<file path="src/rtl/encoder_step_ctrl.sv">
// Quadrature encoder front end: 2-flop sync, debounce, 4-phase Gray FSM, step pulses and position.
// Optional ENC_ACCEL_EN: same-direction steps within FAST_WIN cycles move position by 4.
module encoder_step_ctrl #(
    parameter int DEB_CYCLES = 4,
    parameter int CNT_W      = 8,
    parameter int FAST_WIN   = 64
) (
    input  logic             clk,
    input  logic             reset,
    input  logic             encInput_X,
    input  logic             encInput_Y,
    input  logic             clear,
    output logic             stepCW,
    output logic             stepCCW,
    output logic [CNT_W-1:0] position,
    output logic [1:0]       phase,
    output logic             err
);

    localparam int DEB_W   = (DEB_CYCLES > 1) ? $clog2(DEB_CYCLES) : 1;
    localparam int ACC_CNT = (DEB_CYCLES > 1) ? DEB_CYCLES - 2 : 0;

    typedef enum logic [2:0] {
        REST, CW1, CW2, CW3, CCW1, CCW2, CCW3, RESYNC
    } stateT;

    stateT            state;
    stateT            stateNext;
    logic [1:0]       s1;
    logic [1:0]       s2;
    logic [1:0]       prevS2;
    logic [DEB_W-1:0] debCnt;
    logic             stable;
    logic             differs;
    logic             accept;
    logic             jump;
    logic             cwEvent;
    logic             ccwEvent;
    logic             errEvent;
    logic [CNT_W-1:0] stepAmt;

    // A new value must be seen unchanged for DEB_CYCLES edges before it becomes the phase.
    assign stable  = (s2 == prevS2);
    assign differs = (s2 != phase);
    assign accept  = stable && differs && (debCnt == DEB_W'(ACC_CNT));
    assign jump    = ((s2 ^ phase) == 2'b11);

    always_ff @(posedge clk) begin
        if (reset) begin
            s1     <= 2'b11;
            s2     <= 2'b11;
            prevS2 <= 2'b11;
            phase  <= 2'b11;
            debCnt <= '0;
        end else begin
            s1     <= {encInput_X, encInput_Y};
            s2     <= s1;
            prevS2 <= s2;
            if (!stable || !differs || accept) begin
                debCnt <= '0;
            end else begin
                debCnt <= debCnt + 1'b1;
            end
            if (accept) begin
                phase <= s2;
            end
        end
    end

    always_ff @(posedge clk) begin
        if (reset) begin
            state <= REST;
        end else begin
            state <= stateNext;
        end
    end

    // A two-bit jump landing directly on 11 is already back at rest.
    always_comb begin
        stateNext = state;
        if (accept) begin
            if (jump) begin
                stateNext = (s2 == 2'b11) ? REST : RESYNC;
            end else begin
                unique case (state)
                    REST: begin
                        if (s2 == 2'b01)      stateNext = CW1;
                        else if (s2 == 2'b10) stateNext = CCW1;
                    end
                    CW1: begin
                        if (s2 == 2'b00)      stateNext = CW2;
                        else if (s2 == 2'b11) stateNext = REST;
                    end
                    CW2: begin
                        if (s2 == 2'b10)      stateNext = CW3;
                        else if (s2 == 2'b01) stateNext = CW1;
                    end
                    CW3: begin
                        if (s2 == 2'b11)      stateNext = REST;
                        else if (s2 == 2'b00) stateNext = CW2;
                    end
                    CCW1: begin
                        if (s2 == 2'b00)      stateNext = CCW2;
                        else if (s2 == 2'b11) stateNext = REST;
                    end
                    CCW2: begin
                        if (s2 == 2'b01)      stateNext = CCW3;
                        else if (s2 == 2'b10) stateNext = CCW1;
                    end
                    CCW3: begin
                        if (s2 == 2'b11)      stateNext = REST;
                        else if (s2 == 2'b00) stateNext = CCW2;
                    end
                    RESYNC: begin
                        if (s2 == 2'b11)      stateNext = REST;
                    end
                    default: stateNext = REST;
                endcase
            end
        end
    end

    always_comb begin
        cwEvent  = 1'b0;
        ccwEvent = 1'b0;
        errEvent = 1'b0;
        if (accept) begin
            errEvent = jump;
            cwEvent  = !jump && (state == CW3)  && (s2 == 2'b11);
            ccwEvent = !jump && (state == CCW3) && (s2 == 2'b11);
        end
    end

`ifdef ENC_ACCEL_EN
    localparam int GAP_W = $clog2(FAST_WIN + 1);

    logic [GAP_W-1:0] gap;
    logic             lastCW;
    logic             fast;

    // gap starts saturated so the first step after reset is never fast.
    always_ff @(posedge clk) begin
        if (reset) begin
            gap    <= GAP_W'(FAST_WIN);
            lastCW <= 1'b0;
        end else if (cwEvent || ccwEvent) begin
            gap    <= '0;
            lastCW <= cwEvent;
        end else if (gap != GAP_W'(FAST_WIN)) begin
            gap    <= gap + 1'b1;
        end
    end

    assign fast    = (gap < GAP_W'(FAST_WIN)) && (lastCW == cwEvent);
    assign stepAmt = fast ? CNT_W'(4) : CNT_W'(1);
`else
    assign stepAmt = CNT_W'(1);
`endif

    always_ff @(posedge clk) begin
        if (reset) begin
            stepCW   <= 1'b0;
            stepCCW  <= 1'b0;
            position <= '0;
            err      <= 1'b0;
        end else begin
            stepCW  <= cwEvent;
            stepCCW <= ccwEvent;
            if (clear) begin
                position <= '0;
            end else if (cwEvent) begin
                position <= position + stepAmt;
            end else if (ccwEvent) begin
                position <= position - stepAmt;
            end
            if (clear) begin
                err <= 1'b0;
            end else if (errEvent) begin
                err <= 1'b1;
            end
        end
    end

endmodule

</file>
<file path="config.mk">
export PLATFORM = sky130hd
export DESIGN_NAME = encoder_step_ctrl
export DESIGN_NICKNAME = d
export VERILOG_FILES = /design/src/rtl/encoder_step_ctrl.sv
export SDC_FILE = /design/constraint.sdc
export NUM_CORES = 1
export LEC_CHECK = 0
export CAP_MARGIN = 20
export CORE_MARGIN = 2
export CORE_UTILIZATION = 40
export DETAILED_ROUTE_END_ITERATION = 12
export PLACE_DENSITY = 0.63
export SETUP_SLACK_MARGIN = 0.4
export SLEW_MARGIN = 20
export SYNTH_ARGS = -nofsm -noshare
export SYNTH_HDL_FRONTEND = slang
export SYNTH_SLANG_ARGS = --single-unit
export TNS_END_PERCENT = 50
</file>
<file path="constraint.sdc">
create_clock -name clk -period 7 [get_ports clk]
set_clock_uncertainty 0.1 [all_clocks]
set_input_delay 1.4 -clock clk [delete_from_list [all_inputs] [get_ports clk]]
set_output_delay 1.4 -clock clk [all_outputs]
set_load 0.02 [all_outputs]
</file>
==> impl_metrics.csv <==
group,metric,value,unit
clock_tree,cts_root_buf,"clkbuf_4",
yosys,synth_common_cells,"24 x dfxtp_1, 13 x nor2_1, 9 x mux2i_1",
clock_tree,cts_max_level,1,
yosys,syn-num-nets,161,
clock_tree,cts_resized,0,
critical_path,cp-end-kind,"flop",
yosys,yosys-top-cells-area,"dfxtp_1 35%, mux2i_1 6.5%, ha_1 6.3%",
drt,via_count,1137,
clock_tree,clock_latency,0.32,ns
drt,dr.first_iter.drc_count,58,
sta,clock.fmax,0.294,GHz
yosys,synthCells,148,
sta,setup_ws,3.60,ns
yosys,synth-seq-cells,24,
yosys,synth_ff_type,"dfxtp_1",
floorplan,core_area,3340,um^2
global_routing,overflow,0,
drt,ant_nets,0,
global_routing,antenna_found_initial,0,
yosys,synth_edf_count,0,
drt,drt-wirelength-per-cell,13.4,um
critical_path,start_kind,"flop",
clock_tree,clk_pin_slew_worst_paths,0.13,ns
yosys,synth_cell_types,45,
critical_path,critPathTopFamily,"compound AO/OA/AOI/OAI gates",
critical_path,crit_slowest_cell,"dfxtp_1",
yosys,async_flop_share,0,
clock_tree,cts_buffers,3,
job,drv_cap,0,
global_routing,grt_max_degree,18,
final_layout,final_cells,207,
critical_path,path_common_cell,"mux2i_1",
final_layout,area_delta_synth_final,15.7,%
floorplan,dieArea,3960,um^2
pwr,report.power.total,0.229,mW
floorplan,die_y,62.9,um
sta,maxSlewHeadroom,0.487,
critical_path,path_class,"flop to flop",
drt,avgViaCountPerCell,5.49,
sta,whs,0.320,ns
critical_path,cp_num_buf_inv,0,
clock_tree,post-cts-setup-buffer-count,0,
floorplan,start_util,0.416,
sta,post-route-min-period,3.40,ns
yosys,yosys.area.top_type_share,0.346,
critical_path,slowest_delay,0.63,ns
sta,grt_setup_unrepaired,"no",
floorplan,placementRows,21,
pwr,leakage,0.577,nW
clock_tree,holdBufCountCts,0,
yosys,synth_top_cell_by_area,"dfxtp_1",
critical_path,rrSetupSlack,3.60,ns
sta,finalHoldViolations,0,
final_layout,drive_gt1_frac,0.130,
critical_path,cp.required,7.16,ns
sta,setup_viol,0,
global_routing,grt_pass1_wl,4630,um
drt,drc_errors,0,
final_layout,diodes,0,
pwr,power_density,143,nW/um^2
place,dpl.hpwl,1980,um
global_routing,track_usage,0.146,
yosys,yosysMostFrequentCell,"dfxtp_1",
critical_path,critPathArrivalTime,3.56,ns
min_path,worstHoldPathType,"flop to flop",
drt,drt-total-wl,2770,um
place,place_ws,3.65,ns
clock_tree,cts_tree,"done",
clock_tree,cts_sinks,24,
sta,tightest_slew,0.767,ns
yosys,ys_seq_area_frac,0.346,
yosys,syn_area_per_cell,9.38,um^2
global_routing,grt_pass1_vias,1027,
final_layout,nets,175,
place,dpl.cell_count,203,
critical_path,cp_max_fo,13,
sta,drv_slew,0,
sta,finalSetupTns,0,ns
place,gp_congestion,0.806,
drt,drt_first_pass_iters,4,
clock_tree,max-clock-path-buffers,2,
sta,finalCritPeriodShare,0.486,
floorplan,io_pins,18,
yosys,yosys_warnings,0,
run_status,outcome,"complete, no violations",
place,port_buffers,17,
floorplan,fp.dieW,62.9,um
pwr,vdd_ir_drop_max,0.0927,mV
critical_path,cp_cell_sequence,"xor2_2 > o211a_1 > nand4_1 > ha_1 > a211oi_1 > o21ai_0 > o31ai_1 > mux2i_1 > mux2i_1",
yosys,synthesis.area,1390,um^2
==> through the flow <==
| step | util | instance area, um^2 |
|---|---|---|
| 4_1_cts | 0.481 | 1610 |
| 3_5_place_dp | 0.471 | 1570 |
| 2_1_floorplan | - | 1390 |
| 3_3_place_gp | 0.471 | 1570 |
| 5_1_grt | 0.481 | 1610 |
| 6_report | 0.481 | 1610 |
==> routing by layer <==
layer  part of all wire  GRT usage
met5                  0          0
met4              0.015     0.0694
met3              0.043     0.0270
met2               0.48      0.238
met1               0.46      0.186
==> layout by cell type (no fill, tap or decap), drive strengths merged, types with 3 or more instances in the layout <==
cell type	n
a21o	3
a21oi	9
and2	3
clkbuf	4
clkdlybuf4s50	17
dfxtp	24
ha	7
inv	4
mux2i	9
nand2	8
nand3	4
nand4	4
nor2	13
nor2b	3
nor3b	4
o21ai	3
or2	8
xnor2	7
xor2	5
==> cell families after synthesis <==
group / synth area share
adders and majority gates: 0.0775
buffers and inverters: 0.0441
DFF: 0.346
AOI/OAI and AO/OA: 0.183
xor gates and xnor gates: 0.0865
and+or+nand+nor: 0.198
muxes: 0.0649
==> state kept, by name (all words and copies together) (netlist names) <==
| signal | count |
|---|---|
| s1 | 2 |
| s2 | 2 |
| err | 1 |
| stepCCW | 1 |
| state | 3 |
| phase | 2 |
| position | 8 |
| stepCW | 1 |
| debCnt | 2 |
| prevS2 | 2 |
==> where the power goes <==
group	total (mW)	internal (mW)	leakage [nW]	switching [mW]
sequential	0.140	0.138	0.195	0.00203
clock	0.0747	0.0319	0.0210	0.0428
combinational	0.0142	0.00653	0.362	0.00764
==> worst register-to-register path, stage by stage, from the launching register on <==
cell      delay, ns
dfxtp_1        0.63
xor2_2         0.32
o211a_1        0.32
nand4_1        0.36
ha_1           0.43
a211oi_1       0.22
o21ai_0        0.17
o31ai_1        0.30
mux2i_1        0.27
mux2i_1        0.21
==> worst paths after layout <==
check	startpoint	end	depth (start not counted)
max	s2[1]	position[7]	9
max reg2reg	s2[1]	position[7]	9
min	debCnt[0]	debCnt[0]	1
min reg2reg	debCnt[0]	debCnt[0]	1
==> area by class of cell <==
| type | instances | area [um^2] |
|---|---|---|
| clock buffer | 4 | 36.3 |
| fill | 340 | 1730 |
| inverter | 4 | 15.0 |
| multi-input combinational | 112 | 847 |
| sequential | 24 | 480 |
| tap | 46 | 57.6 |
| timing repair buffer | 17 | 170 |
Power figures use the tool's default switching activity.
